### src/rtl/seg7_mux_counter_pkg.sv
// seg7_pkg: shared types and constants for the multiplexed seven-segment
// BCD counter.
//   digit_t  - one BCD digit (0..9 held in 4 bits)
//   UI_*     - bit positions of the control inputs inside ui_in
//   seg_of() - BCD digit to segment pattern, bit0 = segment a, active high
package seg7_pkg;

  typedef logic [3:0] digit_t;

  localparam int UI_PAUSE = 0;
  localparam int UI_DOWN  = 1;
  localparam int UI_CLR   = 2;
  localparam int UI_BLANK = 3;

  function automatic logic [6:0] seg_of(input digit_t d);
    logic [6:0] seg;
    case (d)
      4'd0:    seg = 7'h3F;
      4'd1:    seg = 7'h06;
      4'd2:    seg = 7'h5B;
      4'd3:    seg = 7'h4F;
      4'd4:    seg = 7'h66;
      4'd5:    seg = 7'h6D;
      4'd6:    seg = 7'h7D;
      4'd7:    seg = 7'h07;
      4'd8:    seg = 7'h7F;
      4'd9:    seg = 7'h6F;
      default: seg = 7'h00;
    endcase
    return seg;
  endfunction

endpackage

### src/rtl/seg7_mux_counter_if.sv
// seg7_mux_counter_if: the TinyTapeout user pin set minus clock and reset.
//   ena     - design selected (0 behaves as pause)
//   ui_in   - control inputs (pause, direction, clear, blank enable)
//   uio_in  - unused by this design
//   uo_out  - segments a..g in [6:0], decimal point in [7]
//   uio_out - one-hot digit enables
//   uio_oe  - bidirectional pin output enables (constant)
// There is no valid/ready handshake on this bus: every signal is a level,
// inputs are sampled on every rising clock edge and outputs change only on
// rising edges (uio_oe is a constant).
// master = the harness driving the pins, slave = the design.
interface seg7_mux_counter_if;
  logic       ena;
  logic [7:0] ui_in;
  logic [7:0] uio_in;
  logic [7:0] uo_out;
  logic [7:0] uio_out;
  logic [7:0] uio_oe;

  modport master (output ena, ui_in, uio_in, input uo_out, uio_out, uio_oe);
  modport slave  (input ena, ui_in, uio_in, output uo_out, uio_out, uio_oe);
endinterface

### src/rtl/seg7_mux_counter_bcd_digit.sv
// bcd_updown_digit: one BCD up/down digit of a ripple chain.
//   clk, rst_n - clock, asynchronous active-low reset
//   step       - count step for the whole chain this cycle
//   dir        - 0 = up, 1 = down
//   clr        - synchronous clear, wins over step
//   cin        - carry/borrow from the less significant digit
//   value      - current digit (0..9)
//   cout       - carry/borrow into the more significant digit
module bcd_updown_digit
  import seg7_pkg::*;
(
  input  logic   clk,
  input  logic   rst_n,
  input  logic   step,
  input  logic   dir,
  input  logic   clr,
  input  logic   cin,
  output digit_t value,
  output logic   cout
);

  digit_t val_q;

  // The carry is combinational so a rollover ripples through every digit
  // within the same step cycle.
  always_comb begin
    cout = cin & (dir ? (val_q == 4'd0) : (val_q == 4'd9));
  end

  always_ff @(posedge clk or negedge rst_n) begin
    if (!rst_n) begin
      val_q <= 4'd0;
    end else if (clr) begin
      val_q <= 4'd0;
    end else if (step && cin) begin
      if (dir) begin
        val_q <= (val_q == 4'd0) ? 4'd9 : val_q - 4'd1;
      end else begin
        val_q <= (val_q == 4'd9) ? 4'd0 : val_q + 4'd1;
      end
    end
  end

  assign value = val_q;

endmodule

### src/rtl/seg7_mux_counter.sv
// seg7_mux_counter: DIGITS-digit BCD up/down counter with prescaler, pause,
// synchronous clear and leading-zero blanking, time-multiplexed onto one
// seven-segment bus with one-hot digit enables on uio_out.
//   clk, rst_n - clock, asynchronous active-low reset
//   tt         - pin bundle (seg7_mux_counter_if.slave)
// Parameters: DIGITS (1..8), TICK_DIV (>=2 enabled cycles per step),
// SCAN_DIV (>=2 cycles per digit slot).
module seg7_mux_counter
  import seg7_pkg::*;
#(
  parameter int DIGITS   = 4,
  parameter int TICK_DIV = 10_000_000,
  parameter int SCAN_DIV = 1000
) (
  input  logic             clk,
  input  logic             rst_n,
  seg7_mux_counter_if.slave tt
);

  localparam int P_W = $clog2(TICK_DIV);
  localparam int S_W = $clog2(SCAN_DIV);
  localparam int I_W = (DIGITS > 1) ? $clog2(DIGITS) : 1;
  localparam logic [P_W-1:0] P_MAX  = P_W'(TICK_DIV - 1);
  localparam logic [S_W-1:0] S_MAX  = S_W'(SCAN_DIV - 1);
  localparam logic [I_W-1:0] I_MAX  = I_W'(DIGITS - 1);
  localparam logic [7:0]     UIO_OE = 8'((9'h1 << DIGITS) - 9'h1);

  logic             cnt_en;
  logic             down_in;
  logic             clr_in;
  logic             blank_in;
  logic             tick;
  logic [P_W-1:0]   p_q;
  logic [S_W-1:0]   s_q;
  logic [I_W-1:0]   idx_q;
  digit_t           cnt [DIGITS];
  logic [DIGITS:0]  carry;
  logic [DIGITS-1:0] blank_vec;
  logic             zero_run;
  digit_t           cur_digit;
  logic [6:0]       seg_next;
  logic             dp_next;
  logic [7:0]       uio_next;
  logic [7:0]       uo_q;
  logic [7:0]       uio_q;

  assign cnt_en   = tt.ena & ~tt.ui_in[UI_PAUSE];
  assign down_in  = tt.ui_in[UI_DOWN];
  assign clr_in   = tt.ui_in[UI_CLR];
  assign blank_in = tt.ui_in[UI_BLANK];

  // A clear on the same edge as the prescaler wrap suppresses the step.
  assign tick = cnt_en & (p_q == P_MAX) & ~clr_in;

  always_ff @(posedge clk or negedge rst_n) begin
    if (!rst_n) begin
      p_q <= '0;
    end else if (clr_in) begin
      p_q <= '0;
    end else if (cnt_en) begin
      p_q <= (p_q == P_MAX) ? '0 : p_q + 1'b1;
    end
  end

  // Digit chain; digit 0 always receives a carry so step alone moves it.
  assign carry[0] = 1'b1;
  for (genvar g = 0; g < DIGITS; g++) begin : g_digit
    bcd_updown_digit u_digit (
      .clk   (clk),
      .rst_n (rst_n),
      .step  (tick),
      .dir   (down_in),
      .clr   (clr_in),
      .cin   (carry[g]),
      .value (cnt[g]),
      .cout  (carry[g+1])
    );
  end

  // Scan runs free of pause, ena and clear.
  always_ff @(posedge clk or negedge rst_n) begin
    if (!rst_n) begin
      s_q   <= '0;
      idx_q <= '0;
    end else if (s_q == S_MAX) begin
      s_q   <= '0;
      idx_q <= (idx_q == I_MAX) ? '0 : idx_q + 1'b1;
    end else begin
      s_q <= s_q + 1'b1;
    end
  end

  // Walk down from the top digit: a digit blanks while every digit from the
  // top down to it is zero. Digit 0 never blanks.
  always_comb begin
    zero_run  = 1'b1;
    blank_vec = '0;
    for (int i = DIGITS - 1; i >= 1; i--) begin
      zero_run     = zero_run & (cnt[i] == 4'd0);
      blank_vec[i] = blank_in & zero_run;
    end
  end

  // Segment pattern and enable come from the same idx_q and are registered
  // together, so the bus never shows a mismatched digit/segment pair.
  always_comb begin
    cur_digit = cnt[idx_q];
    seg_next  = blank_vec[idx_q] ? 7'h00 : seg_of(cur_digit);
    dp_next   = (idx_q == '0) & ~cnt_en;
    uio_next  = 8'h01 << idx_q;
  end

  always_ff @(posedge clk or negedge rst_n) begin
    if (!rst_n) begin
      uo_q  <= 8'h00;
      uio_q <= 8'h00;
    end else begin
      uo_q  <= {dp_next, seg_next};
      uio_q <= uio_next;
    end
  end

  assign tt.uo_out  = uo_q;
  assign tt.uio_out = uio_q;
  assign tt.uio_oe  = UIO_OE;

  logic unused_bits;
  assign unused_bits = &{1'b0, tt.ui_in[7:4], tt.uio_in, carry[DIGITS]};

endmodule

### src/flat_wrapper.sv
// flat-port wrapper written by rule: the top's interface ports become plain ports
module seg7_mux_counter_flat import seg7_pkg::*;
#(
  parameter int DIGITS   = 4,
  parameter int TICK_DIV = 10_000_000,
  parameter int SCAN_DIV = 1000
)
  (clk, rst_n, tt_ena, tt_ui_in, tt_uio_in, tt_uo_out, tt_uio_out, tt_uio_oe);
  seg7_mux_counter_if tt_i ();
  input  logic clk;
  input  logic rst_n;
  input wire logic [$bits(tt_i.ena)-1:0] tt_ena;
  input wire logic [$bits(tt_i.ui_in)-1:0] tt_ui_in;
  input wire logic [$bits(tt_i.uio_in)-1:0] tt_uio_in;
  output wire logic [$bits(tt_i.uo_out)-1:0] tt_uo_out;
  output wire logic [$bits(tt_i.uio_out)-1:0] tt_uio_out;
  output wire logic [$bits(tt_i.uio_oe)-1:0] tt_uio_oe;
  assign tt_i.ena = tt_ena;
  assign tt_i.ui_in = tt_ui_in;
  assign tt_i.uio_in = tt_uio_in;
  assign tt_uo_out = tt_i.uo_out;
  assign tt_uio_out = tt_i.uio_out;
  assign tt_uio_oe = tt_i.uio_oe;
  seg7_mux_counter #(.DIGITS(DIGITS), .TICK_DIV(TICK_DIV), .SCAN_DIV(SCAN_DIV)) u_core (.clk(clk), .rst_n(rst_n), .tt(tt_i));
endmodule
### config.mk
export PLATFORM = sky130hd
export DESIGN_NAME = seg7_mux_counter_flat
export DESIGN_NICKNAME = d
export VERILOG_FILES = /design/src/rtl/seg7_mux_counter_pkg.sv /design/src/rtl/seg7_mux_counter_if.sv /design/src/rtl/seg7_mux_counter_bcd_digit.sv /design/src/rtl/seg7_mux_counter.sv /design/src/flat_wrapper.sv
export SDC_FILE = /design/constraint.sdc
export NUM_CORES = 1
export LEC_CHECK = 0
export CORE_ASPECT_RATIO = 1.25
export CORE_MARGIN = 5
export CORE_UTILIZATION = 50
export CTS_BUF_LIST = sky130_fd_sc_hd__clkbuf_4 sky130_fd_sc_hd__clkbuf_8
export CTS_CLUSTER_SIZE = 28
export DETAILED_ROUTE_END_ITERATION = 6
export HOLD_SLACK_MARGIN = 0.1
export PLACE_DENSITY = 0.74
export SLEW_MARGIN = 20
export SYNTH_ARGS = -nofsm -noshare
export SYNTH_HDL_FRONTEND = slang
export SYNTH_SLANG_ARGS = --single-unit
### constraint.sdc
create_clock -name clk -period 2 [get_ports clk]
set_input_delay 0.3 -clock clk [delete_from_list [all_inputs] [get_ports clk]]
set_output_delay 0.3 -clock clk [all_outputs]
set_load 0.005 [all_outputs]
==> impl_metrics.json, run 1 <==
{
  "io_pins": 43,
  "pwr_density_cell_nw_per_um2": 554,
  "dr_total_vias": 3481,
  "finalCritPeriodShare": 0.958,
  "path_clk_slew_ns": 0.08,
  "synth_compound_area_frac": 0.133,
  "grt_remaining_overflow": 0,
  "cp-start-kind": "register",
  "synth-simple-area-share": 0.278,
  "criticalPathCategory": "register to register",
  "synth_top_family_by_area": "simple AND/OR/NAND/NOR gates",
  "hold_viol": 0,
  "vias_per_cell": 5.75,
  "synth_area_um2": 4120,
  "ir_worst_vdd_mv": 0.450,
  "dieWidth_um": 91.1,
  "clock_skew_ns": 0.00685,
  "globalplace.congestion": 0.883,
  "p_switching_uw": 648,
  "post_dp_cell_area_um2": 4610,
  "grt_pass1_vias": 3380,
  "drive_gt1_frac": 0.195,
  "arrival_ns": 2.19,
  "maxSlewViolCount": 0,
  "status": "finished, final reports clean",
  "hp-class": "input pin to asynchronous set/reset pin",
  "slew_headroom": 0.655,
  "core_um2": 8150,
  "synth_seq_cells": 64,
  "muxShareOfSynthArea": 0.0480,
  "intPower_mw": 2.07,
  "switching_share": 0.239,
  "hpwlAfterDp_um": 6500,
  "synth-main-ff-cell": "dfrtp_1",
  "nets": 532,
  "power_leakage_nw": 2.04,
  "synth.distinct_cells": 71,
  "root_buffer": "clkbuf_8",
  "dieArea_um2": 10200,
  "syn_inst": 455,
  "drc_errors": 0,
  "worstMarginPinSlew_ns": 0.513,
  "cts_tree": "done",
  "firstDrtPassIters": 4,
  "numCtsBuffers": 9,
  "pwr-share-clk": 0.470,
  "clk_latency_ns": 0.35,
  "track_usage": 0.182,
  "htreeDepth": 3,
  "p_comb_frac": 0.052,
  "rsz0062_at_grt": "yes",
  "drtIter0Drc": 233,
  "yosysWarnings": 0,
  "critPathMaxFanout": 5,
  "num_rows": 37,
  "maxCapViolCount": 0,
  "critPathRequiredTime_ns": 2.27,
  "diodes": 0,
  "initial_core_util": 0.505,
  "cts.path.max_buffers": 2,
  "synth_edf_count": 0,
  "io_buffers": 18,
  "max_freq_mhz": 522,
  "cts.sinks": 64,
  "grt_max_degree": 65,
  "grt_pass1_wl_um": 15500,
  "fin_area_um2": 4900,
  "area_growth_syn_to_layout_pct": 19.1,
  "sequentialPowerShare": 0.478,
  "syn_avg_cell_area_um2": 9.04,
  "cp-end-kind": "register",
  "yosysSeqAreaShare": 0.389,
  "async_reset_ff_frac": 1.00,
  "wl_per_cell_um": 14.8,
  "antenna_found_initial": 0,
  "routed_wl_um": 8980,
  "finalCriticalPeriod_ns": 1.92,
  "synth_xor_xnor_area_share": 0.0553,
  "tns_ns": 0,
  "fp.dieH_um": 111,
  "synthAdderAreaFrac": 0.0304,
  "finalPower_mw": 2.71,
  "finalSetupViolations": 0,
  "antenna_left": 0
}
critical path, cell delays in order (launching register included):
cell and delay, ns:
dfrtp_2 0.44, mux4_2 0.56, inv_1 0.12, ha_1 0.20
nor2_1 0.06, a211o_1 0.28, a21oi_1 0.17
path summary, 6_finish.rpt:
kind                                                       to  cells past startpoint  slack, ns             from
min                        u_core.g_digit[2].u_digit.value[3]                      3       0.48            rst_n
max in group asynchronous                     u_core.idx_q[0]                      3       1.22            rst_n
min reg2reg                                     u_core.s_q[9]                      1       0.49    u_core.s_q[9]
max reg2reg                               u_core.tt.uo_out[5]                      6       0.08  u_core.idx_q[0]
min in group clk                                u_core.s_q[9]                      1       0.49    u_core.s_q[9]
max                                       u_core.tt.uo_out[5]                      6       0.08  u_core.idx_q[0]
through the flow:
step,setup WS (ns),std cells,utilization,hold WS [ns]
floorplan,0.112,465,-,0.00441
global placement,-0.162,585,0.566,0.343
detailed placement,-0.233,585,0.566,0.348
CTS,0.0116,602,0.596,0.488
global route,-0.00515,605,0.602,0.509
finish,0.0831,605,0.602,0.484
cell families after synthesis:
kind of cell,after synthesis
simple gates,199
compound gates,86
flops,64
buf+inv,54
xor+xnor,26
mux,14
fa+ha+maj,10
other cells,2
layout make-up:
cell class	instances	area, um2
Clock buffer	9	124
Clock inverter	7	103
Fill cell	687	3250
Inverter	10	37.5
Multi-Input combinational cell	347	2310
Sequential cell	64	1600
Tap cell	97	121
Timing Repair Buffer	71	601
repair_timing:
action	CTS	global route
endpoints found under the setup margin	4	15
setup buffers	0	3
cloned	0	0
pin swaps	0	2
resized for setup	2	6
hold endpoints to repair	64	0
hold buffers	1	0
synthesized netlist by cell type (all sizes together) (8+ instances only):
master / number / area [um2]
a21oi: 25 / 125
buf: 20 / 139
clkbuf: 24 / 90.1
dfrtp: 64 / 1600
ha: 10 / 125
inv: 10 / 37.5
nand2: 25 / 93.8
nand2b: 14 / 87.6
nand3: 14 / 70.1
nand4: 11 / 90.1
nor2: 50 / 198
nor2b: 11 / 68.8
nor3: 15 / 80.1
nor4: 8 / 65.1
o21ai: 18 / 90.1
or3: 8 / 50.1
xnor2: 12 / 105
xor2: 14 / 123
power groups by stage:
stage / Sequential [mW] / Combinational, mW / Clock (mW)
2_1_floorplan: 1.32 / 0.0789 / 0
3_3_place_gp: 1.32 / 0.138 / 0
3_5_place_dp: 1.32 / 0.141 / 0
4_1_cts: 1.30 / 0.143 / 1.30
5_1_grt: 1.30 / 0.160 / 1.36
6_report: 1.30 / 0.141 / 1.28
sequential cells by signal (all words and copies together), names as in the netlist:
signal and flops:
u_core.g_digit.u_digit.value 16, u_core.idx_q 2, u_core.p_q 24, u_core.s_q 10, u_core.tt.uio_out 4, u_core.tt.uo_out 8
metal layers:
metal / part of all wire / track usage / vias to the layer above
met5: 0 / 0 / -
met4: 0.032 / 0.0753 / 0
met3: 0.037 / 0.0399 / 21
met2: 0.52 / 0.315 / 68
met1: 0.42 / 0.218 / 1701
li1: - / - / 1691
cells in the final DEF (no fill, tap or decap), drive strengths merged, types with 7 or more instances in the layout:
cell and instances:
a21oi 25, and2 7, and3 7, buf 53
clkbuf 9, clkdlybuf4s50 17, conb 12, dfrtp 64
ha 10, inv 12, nand2 25, nand2b 14
nand3 14, nand4 11, nor2 50, nor2b 11
nor3 15, nor4 8, o21ai 18, o22ai 7
or3 8, xnor2 12, xor2 14
No activity file was read; power rests on OpenSTA's default activity.
==> inputs of run 2 (changes only) <==
- CORE_UTILIZATION: 50 -> 39
- PLACE_DENSITY: 0.74 -> 0.6
==> run 2 against run 1 <==
  * Final cell count increased by 4.3%
  * Worst hold slack lost 0.035 ns
  * Sequential share of layout area increased by 0.38 points
  * Power fell by 9.3%
  * Worst setup slack got worse by 0.00088 ns
  * Routed wire length grew 3.2%
  * Utilization fell by 14 points
  * Largest cell class unchanged
  * Highest routed layer unchanged
==> impl_metrics.json, run 2 (synthesized netlist as in run 1, its figures left out) <==
{
  "p_comb_frac": 0.057,
  "drc_errors": 0,
  "grt_pass1_vias": 3259,
  "largest_reg_flops": 24,
  "worstMarginPinSlew_ns": 0.519,
  "wl_per_cell_um": 14.7,
  "cts.path.max_buffers": 2,
  "grt_remaining_overflow": 0,
  "hp-class": "input pin to asynchronous set/reset pin",
  "top_register": "u_core.p_q",
  "fin_cells": 631,
  "area_growth_syn_to_layout_pct": 17.7,
  "final_util": 0.463,
  "finalCriticalPeriod_ns": 1.92,
  "cp_cell_sequence": "clkdlybuf4s50_1 > or3b_1 > a21boi_1 > nand4_2 > nor2_4 > mux2_2",
  "firstDrtPassIters": 4,
  "status": "finished, final reports clean",
  "initial_core_util": 0.394,
  "htreeDepth": 3,
  "fp.dieH_um": 125,
  "cts.sinks": 64,
  "routed_wl_um": 9270,
  "core_um2": 10500,
  "arrival_ns": 2.16,
  "ir_worst_vdd_mv": 0.339,
  "maxCapViolCount": 0,
  "grt_pass1_wl_um": 15600,
  "multi_input_area_um2": 2330,
  "io_pins": 43,
  "tns_ns": 0,
  "root_buffer": "clkbuf_8",
  "drtIter0Drc": 179,
  "pwr_density_cell_nw_per_um2": 508,
  "antenna_left": 0,
  "slew_headroom": 0.654,
  "clock_skew_ns": 0.00644,
  "regArea_um2": 1600,
  "globalplace.congestion": 0.800,
  "finalCritPeriodShare": 0.959,
  "dieArea_um2": 12700,
  "layout.cells.most_common_list": "dfrtp_1, nor2_1, buf_4",
  "numCtsBuffers": 9,
  "num_rows": 42,
  "dp_cells": 612,
  "cp_slowest_stage_delay_ns": 0.55,
  "clk_latency_ns": 0.35,
  "pwr-share-clk": 0.416,
  "hold_viol": 0,
  "antenna_found_initial": 0,
  "io_buffers": 18,
  "grt_max_degree": 50,
  "cp.buffers_inverters": 1,
  "crit_path_top_delay_cell": "clkdlybuf4s50_1",
  "vias_per_cell": 5.40,
  "cp-start-kind": "input pin",
  "critPathRequiredTime_ns": 2.24,
  "sequentialPowerShare": 0.527,
  "critPathMaxFanout": 4,
  "dieWidth_um": 102,
  "critPathTopFamily": "simple AND/OR/NAND/NOR gates",
  "max_freq_mhz": 521,
  "track_usage": 0.152,
  "path_clk_slew_ns": 0.07,
  "place_ws_ns": -0.322,
  "cp-end-kind": "register",
  "hpwlAfterDp_um": 6680,
  "cts_tree": "done",
  "diodes": 0,
  "worst_slack_ns": 0.0822,
  "power_leakage_nw": 1.97,
  "drive_gt1_frac": 0.184,
  "nets": 523,
  "switching_share": 0.251,
  "final_common_cell": "dfrtp_1",
  "intPower_mw": 1.84,
  "dr_total_vias": 3410,
  "p_switching_uw": 619,
  "maxSlewViolCount": 0,
  "nFillCells": 989,
  "finalSetupViolations": 0,
  "criticalPathCategory": "input pin to register"
}
run 2: power by group through the flow:
| stage | combinational, mW | sequential, mW | clock [mW] |
|---|---|---|---|
| 2_1_floorplan | 0.0789 | 1.32 | 0 |
| 3_3_place_gp | 0.137 | 1.32 | 0 |
| 3_5_place_dp | 0.140 | 1.32 | 0 |
| 4_1_cts | 0.142 | 1.30 | 1.05 |
| 5_1_grt | 0.159 | 1.30 | 1.12 |
| 6_report | 0.141 | 1.30 | 1.02 |
run 2: routing by layer:
metal,part of all wire,wire [um],up-vias,track usage
met5,0,0,-,0
met4,0.021,195,0,0.0602
met1,0.42,3930,1653,0.188
li1,-,-,1675,-
met2,0.52,4810,65,0.256
met3,0.036,330,17,0.0319
run 2: final timing paths:
check,depth (start not counted),start,slack (ns),end
worst max-delay path,6,tt_ui_in[1],0.08,u_core.g_digit[3].u_digit.value[2]
max in group asynchronous,3,rst_n,0.92,u_core.p_q[18]
min in group clk,1,u_core.s_q[9],0.48,u_core.s_q[9]
worst min-delay path,2,rst_n,0.45,u_core.g_digit[3].u_digit.value[1]
worst min register to register,1,u_core.s_q[9],0.48,u_core.s_q[9]
worst max register to register,5,u_core.p_q[16],0.10,u_core.g_digit[3].u_digit.value[2]
run 2: what timing repair did:
action / CTS / global route
buffers inserted: 0 / 2
hold buffers: 1 / 0
endpoints found under the hold margin: 20 / 0
endpoints found under the setup margin: 0 / 26
resized for setup: 0 / 11
run 2: worst reg2reg max path: stages (launching register included):
cell	delay, ns
dfrtp_1	0.41
nor4b_2	0.33
and4_1	0.34
nand4_2	0.20
nor2_4	0.18
mux2_2	0.34
run 2: final cells by class:
class / instances / share of cell area
flip-flops and latches: 64 / 0.331
clock inverters: 5 / 0.00671
multi-input cells: 347 / 0.481
well taps: 132 / 0.0341
clock buffers: 11 / 0.0300
repair buffers: 62 / 0.110
inverters: 10 / 0.00775
run 2: stage by stage:
stage | hold WS, ns | area [um2] | power, mW
after global routing | 0.491 | 4840 | 2.57
after CTS | 0.479 | 4780 | 2.49
final | 0.449 | 4840 | 2.46
after floorplan | 0.00441 | 4150 | 1.40
after detailed placement | 0.315 | 4600 | 1.46
after global placement | 0.304 | 4600 | 1.46
